<file path="src/rtl/faccel_host.sv">
// Host-side sequencer for the factorial accelerator register port (write N, write GO, poll STATUS, read FACT).
// Latency: 7 cycles from accepted start to done when STATUS is set on the first poll. No backpressure: start is ignored while busy.
module faccel_host #(
  parameter int TIMEOUT = 1024,
  parameter int CW      = 11
) (
  input  logic        i_clk,
  input  logic        i_rst_n,
  input  logic        i_start,
  input  logic [3:0]  i_n,
  output logic        o_wel,
  output logic [1:0]  o_a,
  output logic [3:0]  o_d,
  input  logic [31:0] i_rdata,
  output logic        o_busy,
  output logic        o_done,
  output logic [31:0] o_result,
  output logic        o_ovf,
  output logic        o_err
);

  typedef enum logic [2:0] {
    S_IDLE, S_WR_N, S_WR_G, S_SETTLE, S_POLL, S_RD_ADDR, S_RD_DATA, S_FIN
  } state_t;

  state_t         r_state;
  logic [CW-1:0]  r_cnt;

  always_ff @(posedge i_clk or negedge i_rst_n) begin
    if (!i_rst_n) begin
      r_state  <= S_IDLE;
      r_cnt    <= '0;
      o_wel    <= 1'b0;
      o_a      <= 2'd0;
      o_d      <= 4'd0;
      o_busy   <= 1'b0;
      o_done   <= 1'b0;
      o_result <= 32'd0;
      o_ovf    <= 1'b0;
      o_err    <= 1'b0;
    end else begin
      o_done <= 1'b0;
      case (r_state)
        // FIN also accepts start so a held request issues WR_N right after the done cycle.
        S_IDLE, S_FIN: begin
          if (i_start) begin
            r_state  <= S_WR_N;
            o_wel    <= 1'b1;
            o_a      <= 2'd0;
            o_d      <= i_n;
            o_busy   <= 1'b1;
            o_ovf    <= (i_n > 4'd12);
            o_err    <= 1'b0;
            o_result <= 32'd0;
          end else begin
            r_state <= S_IDLE;
            o_wel   <= 1'b0;
            o_a     <= 2'd0;
          end
        end
        S_WR_N: begin
          r_state <= S_WR_G;
          o_wel   <= 1'b1;
          o_a     <= 2'd1;
          o_d     <= 4'b0001;
        end
        S_WR_G: begin
          r_state <= S_SETTLE;
          o_wel   <= 1'b0;
          o_a     <= 2'd2;
        end
        S_SETTLE: begin
          r_state <= S_POLL;
          r_cnt   <= '0;
          o_a     <= 2'd2;
        end
        S_POLL: begin
          if (i_rdata[0]) begin
            r_state <= S_RD_ADDR;
            o_a     <= 2'd3;
          end else if (r_cnt == CW'(TIMEOUT - 1)) begin
            r_state <= S_FIN;
            o_err   <= 1'b1;
            o_done  <= 1'b1;
            o_busy  <= 1'b0;
            o_a     <= 2'd0;
          end else begin
            r_cnt <= r_cnt + 1'b1;
          end
        end
        S_RD_ADDR: begin
          r_state <= S_RD_DATA;
          o_a     <= 2'd3;
        end
        S_RD_DATA: begin
          r_state  <= S_FIN;
          o_result <= i_rdata;
          o_done   <= 1'b1;
          o_busy   <= 1'b0;
          o_a      <= 2'd0;
        end
        default: r_state <= S_IDLE;
      endcase
    end
  end

endmodule
</file>
<file path="config.mk">
export PLATFORM = sky130hd
export DESIGN_NAME = faccel_host
export DESIGN_NICKNAME = d
export VERILOG_FILES = /design/src/rtl/faccel_host.sv
export SDC_FILE = /design/constraint.sdc
export NUM_CORES = 1
export LEC_CHECK = 0
export BUFFER_PORTS_ARGS = -buffer_cell sky130_fd_sc_hd__buf_4
export CORE_ASPECT_RATIO = 0.7
export CORE_MARGIN = 1
export CORE_UTILIZATION = 25
export DETAILED_ROUTE_END_ITERATION = 16
export PLACE_DENSITY = 0.54
export SLEW_MARGIN = 25
export SYNTH_ARGS = -nofsm -noshare
export SYNTH_HDL_FRONTEND = slang
export SYNTH_SLANG_ARGS = --single-unit
</file>
<file path="constraint.sdc">
create_clock -name i_clk -period 4.9 [get_ports i_clk]
set_input_delay 0.49 -clock i_clk [delete_from_list [all_inputs] [get_ports i_clk]]
set_output_delay 0.49 -clock i_clk [all_outputs]
set_load 0.01 [all_outputs]
</file>
==> flow_results.org, run 1 <==
** Placement
- Post-DP HPWL :: 4.54 mm
- Port Buffer Count :: between 80 and 90
- Gpl congestion :: around 0.75

** Detailed routing
- Wire length per cell :: ~14 um
- Post-DR vias/cell :: 4.61
- After the first detailed-routing iteration, the DRC count stood at 171.
- The first TritonRoute pass finished after 4 iterations.
- Routed wire length :: between 6 and 7 mm
- DRC errors left :: 0
- The routed layout has about 2.2k vias.
- Number of nets still failing antenna checks after routing :: 0

** GRT
- Top Usage Layer GRT :: met1
- Global-route wire length before repair :: 11.2 mm
- Antenna violations before repair :: 0
- Met3 track utilization from global routing :: 0.0434
- Pin count of the biggest net entering global routing :: 58
- For this run, global-route usage on met2 was measured as 0.183.
- Met1 Track Usage GR :: 0.184
- For this run the aggregate overflow at the end of global routing stands at 0.
- Global-route usage over all layers :: 0.129
- Via count of the first global-routing pass :: about 2.2k

** Floorplan
- Die H :: 87.6 um
- The initialized floorplan defines 30 standard-cell rows.
- Overall die area :: between 10,000 and 15,000 um^2
- Placeable Area :: a little under 10,000 um^2
- I/O pin count :: 82
- In this run the horizontal extent of the chip is approximately 120 um.
- The initial utilization of the core area, before any placement, comes to 0.263.

** Setup path
- Arrival time at the worst endpoint :: approximately 2.2 ns
- In this run the worst path has a maximum fanout of 17.
- CP Launch Type :: flop
- STA classifies the critical path endpoint as a flop.
- The worst setup path is of the flop to flop kind.
- Number of cell instances on the worst register-to-register path :: 3
- Critical Path RT :: about 5.1 ns

** Flow run
- Across the run, the number of max-cap violations was 0.

** Cells and area
- From synthesis to final layout, the design area changed by 37.3%.
- Count of antenna diodes in the layout :: 0
- Number of filler cells placed in the layout :: 1,008
- Proportion of layout cells with a drive suffix above 1 :: 0.303
- Leaving out fill and tap cells, the most frequent cells in the layout are buf_4, nand2_1, dfrtp_1.
- Layout Nets :: 391
- Leaving out fill and tap cells, the most frequent cell in the layout is buf_4.
- Once layout is complete, the utilization of the core stands at 0.362.

** CTS
- Maximum number of buffers from clock root to sink :: 2
- After clock tree synthesis, the repair step resized 0 gates.
- CTS tree :: done
- The cell sitting at the root of the clock tree is a clkbuf_16.
- Register clock-pin slew on the reported worst setup and hold paths :: around 0.060 ns
- Number of clock sinks :: between 50 and 60
- # hold bufs at CTS :: 0
- Worst skew pair latency :: about 0.32 ns
- TritonCTS created 9 clock buffers.
- Setup bufs post-CTS :: 0
- CTS built an H-tree with a depth of 3.

** Logic synthesis
- Counting every instance in the synthesized netlist gives 277.
- Ys async rst share :: 1.00
- Count of state elements after synthesis :: between 50 and 60
- Netlist cell types :: 46
- Count of flip-flops with a built-in enable after synthesis :: 0
- Portion of the post-synthesis area used by sequential elements :: 0.545
- The synthesized netlist occupies a cell area of roughly 2600 um^2.
- Mapped Nets :: 317
- During synthesis, Yosys emitted a total of 0 warnings.
- The average instance in the mapped netlist occupies approximately 9.5 um^2.
- Among all flip-flop cells after synthesis, the most frequent one is dfrtp_1.

** Timing
- Period Utilization, post-route :: 0.409
- # setup viols final :: 0
- Final Hold Violating Endpoints :: 0
- The worst path in the final design needs a cycle of 2.00 ns, including I/O delays and setup.
- For this run, the top clock speed supported by timing is between 400 and 500 MHz.
- For the pin with the worst max-slew slack, the measured transition is approximately 0.90 ns.
- Adding up every negative setup slack in the final design gives 0 ns.
- The worst pin sits at a relative slew slack of 0.400.
- Pins Over Slew Limit :: 0
- On the final layout, the worst clock skew is approximately 0.0078 ns.
- Setup repair after global routing left no endpoint under its margin.

** Pwr
- Dividing total power by cell area gives a power density of about 580 nW/um^2.
- The analysis attributes to cell leakage a power of roughly 1.7 nW.
- The worst-case IR drop observed on VDD is 213 uV.

** Outcome
- Outcome :: complete, no violations

** Worst hold path
- The tightest min-delay check is of the primary input to asynchronous set/reset pin type.
==> worst max-delay path, cell delays in order, from the launching register on <==
cell and delay [ns]:
dfrtp_1 0.55, nor3b_2 0.82, a21boi_4 0.18, a211o_1 0.34
==> power by group <==
part           internal (W)  leakage, nW  switching [W]
Combinational      0.000337        0.843       0.000408
Clock              0.000356        0.138       0.000223
Sequential         0.000630        0.739       0.000137
Total               0.00132         1.72       0.000769
==> final timing paths <==
check                          endpoint        from  slack, ns
max in group asynchronous  o_result[30]     i_rst_n       4.18
min in group i_clk          o_result[9]  i_rdata[9]       0.37
min reg2reg                   r_cnt[10]   r_cnt[10]       0.50
min                        o_result[14]     i_rst_n       0.23
max reg2reg                    r_cnt[8]  r_state[0]       2.90
max                            r_cnt[8]  r_state[0]       2.90
==> routing by layer <==
layer	vias up	share of wire
met1	1039	0.51
met5	-	0
met4	0	0.0052
li1	1115	-
met2	70	0.42
met3	7	0.062
==> synth_stat cells, types with 2 or more instances <==
| master | count | area [um^2] |
|---|---|---|
| a211o_1 | 6 | 52.6 |
| dfrtp_1 | 57 | 1430 |
| o311ai_0 | 5 | 43.8 |
| xnor2_1 | 2 | 17.5 |
| nor4_1 | 3 | 18.8 |
| o21a_1 | 2 | 15.0 |
| nor3_1 | 2 | 10.0 |
| nand4_1 | 3 | 18.8 |
| buf_2 | 5 | 25.0 |
| nand2_1 | 75 | 282 |
| o21ai_1 | 6 | 30.0 |
| nand2b_1 | 3 | 18.8 |
| and4b_1 | 2 | 20.0 |
| nor2_1 | 9 | 33.8 |
| nor2b_1 | 2 | 12.5 |
| a211oi_1 | 2 | 15.0 |
| o21ai_0 | 30 | 150 |
| and3_1 | 4 | 25.0 |
| nand3b_1 | 2 | 15.0 |
| inv_1 | 5 | 18.8 |
| o41ai_1 | 2 | 17.5 |
| clkbuf_1 | 13 | 48.8 |
| a31oi_1 | 2 | 12.5 |
| mux2i_1 | 3 | 30.0 |
| nand3_1 | 9 | 45.0 |
| a22o_1 | 3 | 26.3 |
==> state kept, by name, summed over array words and instances (netlist names) <==
signal / count
o_a: 2
o_busy: 1
o_d: 4
o_done: 1
o_err: 1
o_ovf: 1
o_result: 32
o_wel: 1
r_cnt: 11
r_state: 3
==> logic make-up after synthesis <==
group,synth area share
AO/OA/AOI/OAI,0.174
multiplexers,0.0158
flip-flops,0.545
buffers and inverters,0.0397
AND/OR/NAND/NOR,0.211
XOR/XNOR,0.0100
adder cells (fa/ha/maj),0.00478
==> metrics by stage <==
step,setup slack (ns),instance area (um^2),instances,hold WS (ns),total power [W]
floorplan,3.34,2620,277,0.194,0.00118
global placement,2.67,3310,468,0.491,0.00151
detailed placement,2.93,3310,468,0.488,0.00153
CTS,2.92,3600,484,0.264,0.00212
global route,2.71,3600,484,0.299,0.00224
finish,2.90,3600,484,0.227,0.00209
==> final cells by class <==
| class | instances | area (um^2) | area share |
|---|---|---|---|
| clock buffers | 10 | 239 | 0.0665 |
| flip-flops and latches | 57 | 1430 | 0.397 |
| inverters | 5 | 18.8 | 0.00522 |
| multi-input cells | 196 | 1090 | 0.304 |
| clock inverters | 6 | 43.8 | 0.0122 |
| repair buffers | 82 | 616 | 0.171 |
| well taps | 128 | 160 | 0.0445 |
Power figures use the tool's default switching activity.
==> run 2, diff against run 1 <==
--- a/config.mk
+++ b/config.mk
@@ -10,7 +10,7 @@
 export CORE_MARGIN = 1
 export CORE_UTILIZATION = 25
 export DETAILED_ROUTE_END_ITERATION = 16
-export PLACE_DENSITY = 0.54
+export PLACE_DENSITY = 0.56
 export SLEW_MARGIN = 25
 export SYNTH_ARGS = -nofsm -noshare
 export SYNTH_HDL_FRONTEND = slang
==> constraint.sdc (replaced) <==
create_clock -name i_clk -period 1.6 [get_ports i_clk]
set_input_delay 0.16 -clock i_clk [delete_from_list [all_inputs] [get_ports i_clk]]
set_output_delay 0.16 -clock i_clk [all_outputs]
set_load 0.01 [all_outputs]
==> run 2 against run 1 <==
Compared with the run above:
- sequential power rose to 2.9 times the previous value
- non-clock buffer count up 32
- via count up 5.5%
- total power rose to 3.2 times the previous value
==> flow_results.org, run 2 (same netlist as run 1, synthesis figures left out) <==
** Floorplan
- The initial cell density of the core came to 0.263 (unchanged).
- Die H :: 87.6 um (unchanged)
- The number of placed I/O pins came to 82 (unchanged).
- Standard-cell row count :: 30 (unchanged)
- The placeable core area came to 9950 um^2 (unchanged).
- The total die area came to 10,900 um^2 (unchanged).
- The floorplan die width is 124 um (unchanged).

** Cells and area
- Biggest regs :: o_result x32, r_cnt x11, o_d x4 (unchanged)
- Count of antenna diodes in the layout :: 0 (unchanged)
- Number of filler cells placed in the layout :: 962 (was 1,008)
- The fraction of final layout cells with drive strength greater than 1 came to 0.370 (was 0.303).
- The final non-filler cell total came to 515 (was 484).
- The number of flip-flops in the largest register is 32 (unchanged).
- The final layout net count is 423 (was 391).
- The synthesis-to-layout area growth is 48.8% (was 37.3%).
- Largest reg by FF count :: o_result (unchanged)
- The most common library cell in the layout ignoring fill and taps is buf_4 (unchanged).
- Commonest non-fill, non-tap cells in the layout :: buf_4, nand2_1, dfrtp_1 (unchanged)

** Outcome
- Outcome: complete, no violations (unchanged).

** Timing
- Worst Hold Slack :: 0.0442 ns (was 0.227 ns)
- RSZ-0062 raised after global routing: true (was false).
- Period Utilization, post-route :: 0.969 (was 0.409)
- Final Hold Violating Endpoints :: 0 (unchanged)
- # setup viols final :: 0 (unchanged)
- The achievable clock frequency came to 645 MHz (was 499 MHz).
- The transition time at the pin with the least slew margin came to 0.748 ns (was 0.897 ns).
- Worst-case headroom to the max-slew limit :: 0.501 (was 0.400)
- The post-route clock skew was 0.00403 ns (was 0.00778 ns).
- The final max-slew violation count came to 0 (unchanged).
- Post-layout minimum cycle time :: 1.55 ns (was 2.00 ns)

** Detailed routing
- The total length of routed wires is 7.01 mm (was 6.73 mm).
- DRC errors left :: 0 (unchanged)
- The detailed-route via count was 2,353 (was 2,231).
- Number of nets still failing antenna checks after routing :: 0 (unchanged)
- The mean routed wirelength per cell was 13.6 um (was 13.9 um).
- The vias per cell is 4.57 (was 4.61).
- Iter 0 DRT Violations :: 100 (was 171)
- Pre-Repair DR Iteration Count :: 4 (unchanged)

** GRT
- Via count of the first global-routing pass :: 2,260 (was 2,182)
- Pin count of the biggest net entering global routing :: 58 (unchanged)
- The initial antenna violation count came to 0 (unchanged).
- The wire length of the first global-routing pass is 11.5 mm (was 11.2 mm).
- The overall overflow remaining after global route was 0 (unchanged).
- The total track usage is 0.135 (was 0.129).

** Pwr
- Leakage power :: 1.89 nW (was 1.72 nW)
- The power share of the clock group is 0.249 (was 0.277).
- Overall power :: 0.00675 W (was 0.00209 W)
- The power density over the cells is 1730 nW/um^2 (was 582 nW/um^2).
- Proportion of power drawn by flip-flops and latches :: 0.335 (was 0.367)
- The combinational fraction of design power was 0.416 (was 0.356).
- Int Pwr :: 0.00438 W (was 0.00132 W)
- Maximum vdd drop :: 671 uV (was 213 uV)
- The switching share of power is 0.352 (was 0.367).
- Net Sw Power :: 0.00237 W (was 0.000769 W)

** CTS
- The clock insertion delay at the later pin of the skew report was 0.32 ns (about the same).
- The buffer cell driving the clock tree root was clkbuf_16 (unchanged).
- The clock-pin transition on the worst setup and hold timing paths came to 0.05 ns (was 0.06 ns).
- Number of clock sinks :: 57 (unchanged)
- Maximum number of buffers from clock root to sink :: 2 (unchanged)
- The TritonCTS clock tree is done (unchanged).
- Number of levels the H-tree was split into :: 3 (unchanged)
- CTS Buf Count :: 9 (unchanged)

** Setup path
- The capturing element type of the critical path is a flop (unchanged).
- Maximum fanout encountered on the critical timing path :: 7 (was 17)
- Arrival time at the worst endpoint :: 1.81 ns (was 2.21 ns)
- The data required time at the worst endpoint is 1.86 ns (was 5.11 ns).
- CP Launch Type :: flop (unchanged)
- Worst setup path category :: flop to flop (unchanged)

** Placement
- Post-Place Cells :: 498 (was 468)
- Gpl congestion :: 0.803 (was 0.755)
- Post-DP HPWL :: 4.77 mm (was 4.54 mm)
- The count of input and output buffers came to 81 (unchanged).

** Flow run
- The max-capacitance violation count came to 0 (unchanged).

** Worst hold path
- Class of the most critical hold timing path :: primary input to flop (was primary input to asynchronous set/reset pin)
-- run 2: cell count changes in the layout (fill, tap and decap cells not counted), moves of 3 or more --
cell	change
o311ai_1	+4
buf_12	+3
o311ai_0	-4
buf_4	+27
clkinv_4	-3
-- run 2: critical path, cell delays in order, from the launching register on --
cell and delay (ns):
dfrtp_1 0.35, ha_2 0.17, nand3b_1 0.09, or3_4 0.40, a21boi_4 0.28, a22o_1 0.19
-- run 2: metrics by stage --
| step | utilization | cell area [um^2] | setup TNS (ns) | setup slack, ns |
|---|---|---|---|---|
| after floorplan | - | 2620 | 0 | 0.0442 |
| after detailed placement | 0.359 | 3570 | -0.166 | -0.0421 |
| final | 0.392 | 3900 | 0 | 0.0499 |
| after global placement | 0.359 | 3570 | -0.0115 | -0.00473 |
| after CTS | 0.387 | 3850 | 0 | 0.0132 |
| after global routing | 0.392 | 3900 | -0.0868 | -0.0253 |
-- run 2: layout make-up --
cell class | count | area, um^2 | area share
Inverter | 5 | 18.8 | 0.00482
Timing Repair Buffer | 114 | 900 | 0.231
Sequential cell | 57 | 1430 | 0.367
Multi-Input combinational cell | 196 | 1130 | 0.289
Tap cell | 128 | 160 | 0.0411
Clock inverter | 4 | 20.0 | 0.00514
Clock buffer | 11 | 243 | 0.0623
-- run 2: final timing paths --
path,end,cells after the start,startpoint,slack (ns)
setup / recovery,r_cnt[4],5,r_cnt[0],0.05
hold / removal,o_result[7],3,i_rdata[7],0.04
setup reg to reg,r_cnt[4],5,r_cnt[0],0.05
hold reg to reg,o_wel,1,o_wel,0.49
max in group asynchronous,r_state[1],2,i_rst_n,0.60
min in group asynchronous,o_result[15],2,i_rst_n,0.46
-- run 2: power by group through the flow --
stage               registers [W]  clock network (W)  logic, W
floorplan                 0.00239                  0   0.00124
global placement          0.00227                  0   0.00276
detailed placement        0.00228                  0   0.00282
CTS                       0.00226            0.00176   0.00282
global route              0.00233            0.00183   0.00312
finish                    0.00226            0.00168   0.00281
-- run 2: timing repair --
item,in CTS,in global routing
pin swaps,0,1
buffers inserted,0,1
hold buffers,1,0
endpoints found under the setup margin,6,34
endpoints found under the hold margin,57,0
resized for setup,1,12
-- run 2: metal layers --
layer  GRT usage  vias up  part of all wire
li1            -     1177                 -
met1       0.184     1098              0.51
met2       0.198       74              0.43
met3      0.0519        4             0.059
met4      0.0427        0            0.0054
met5           0        -                 0
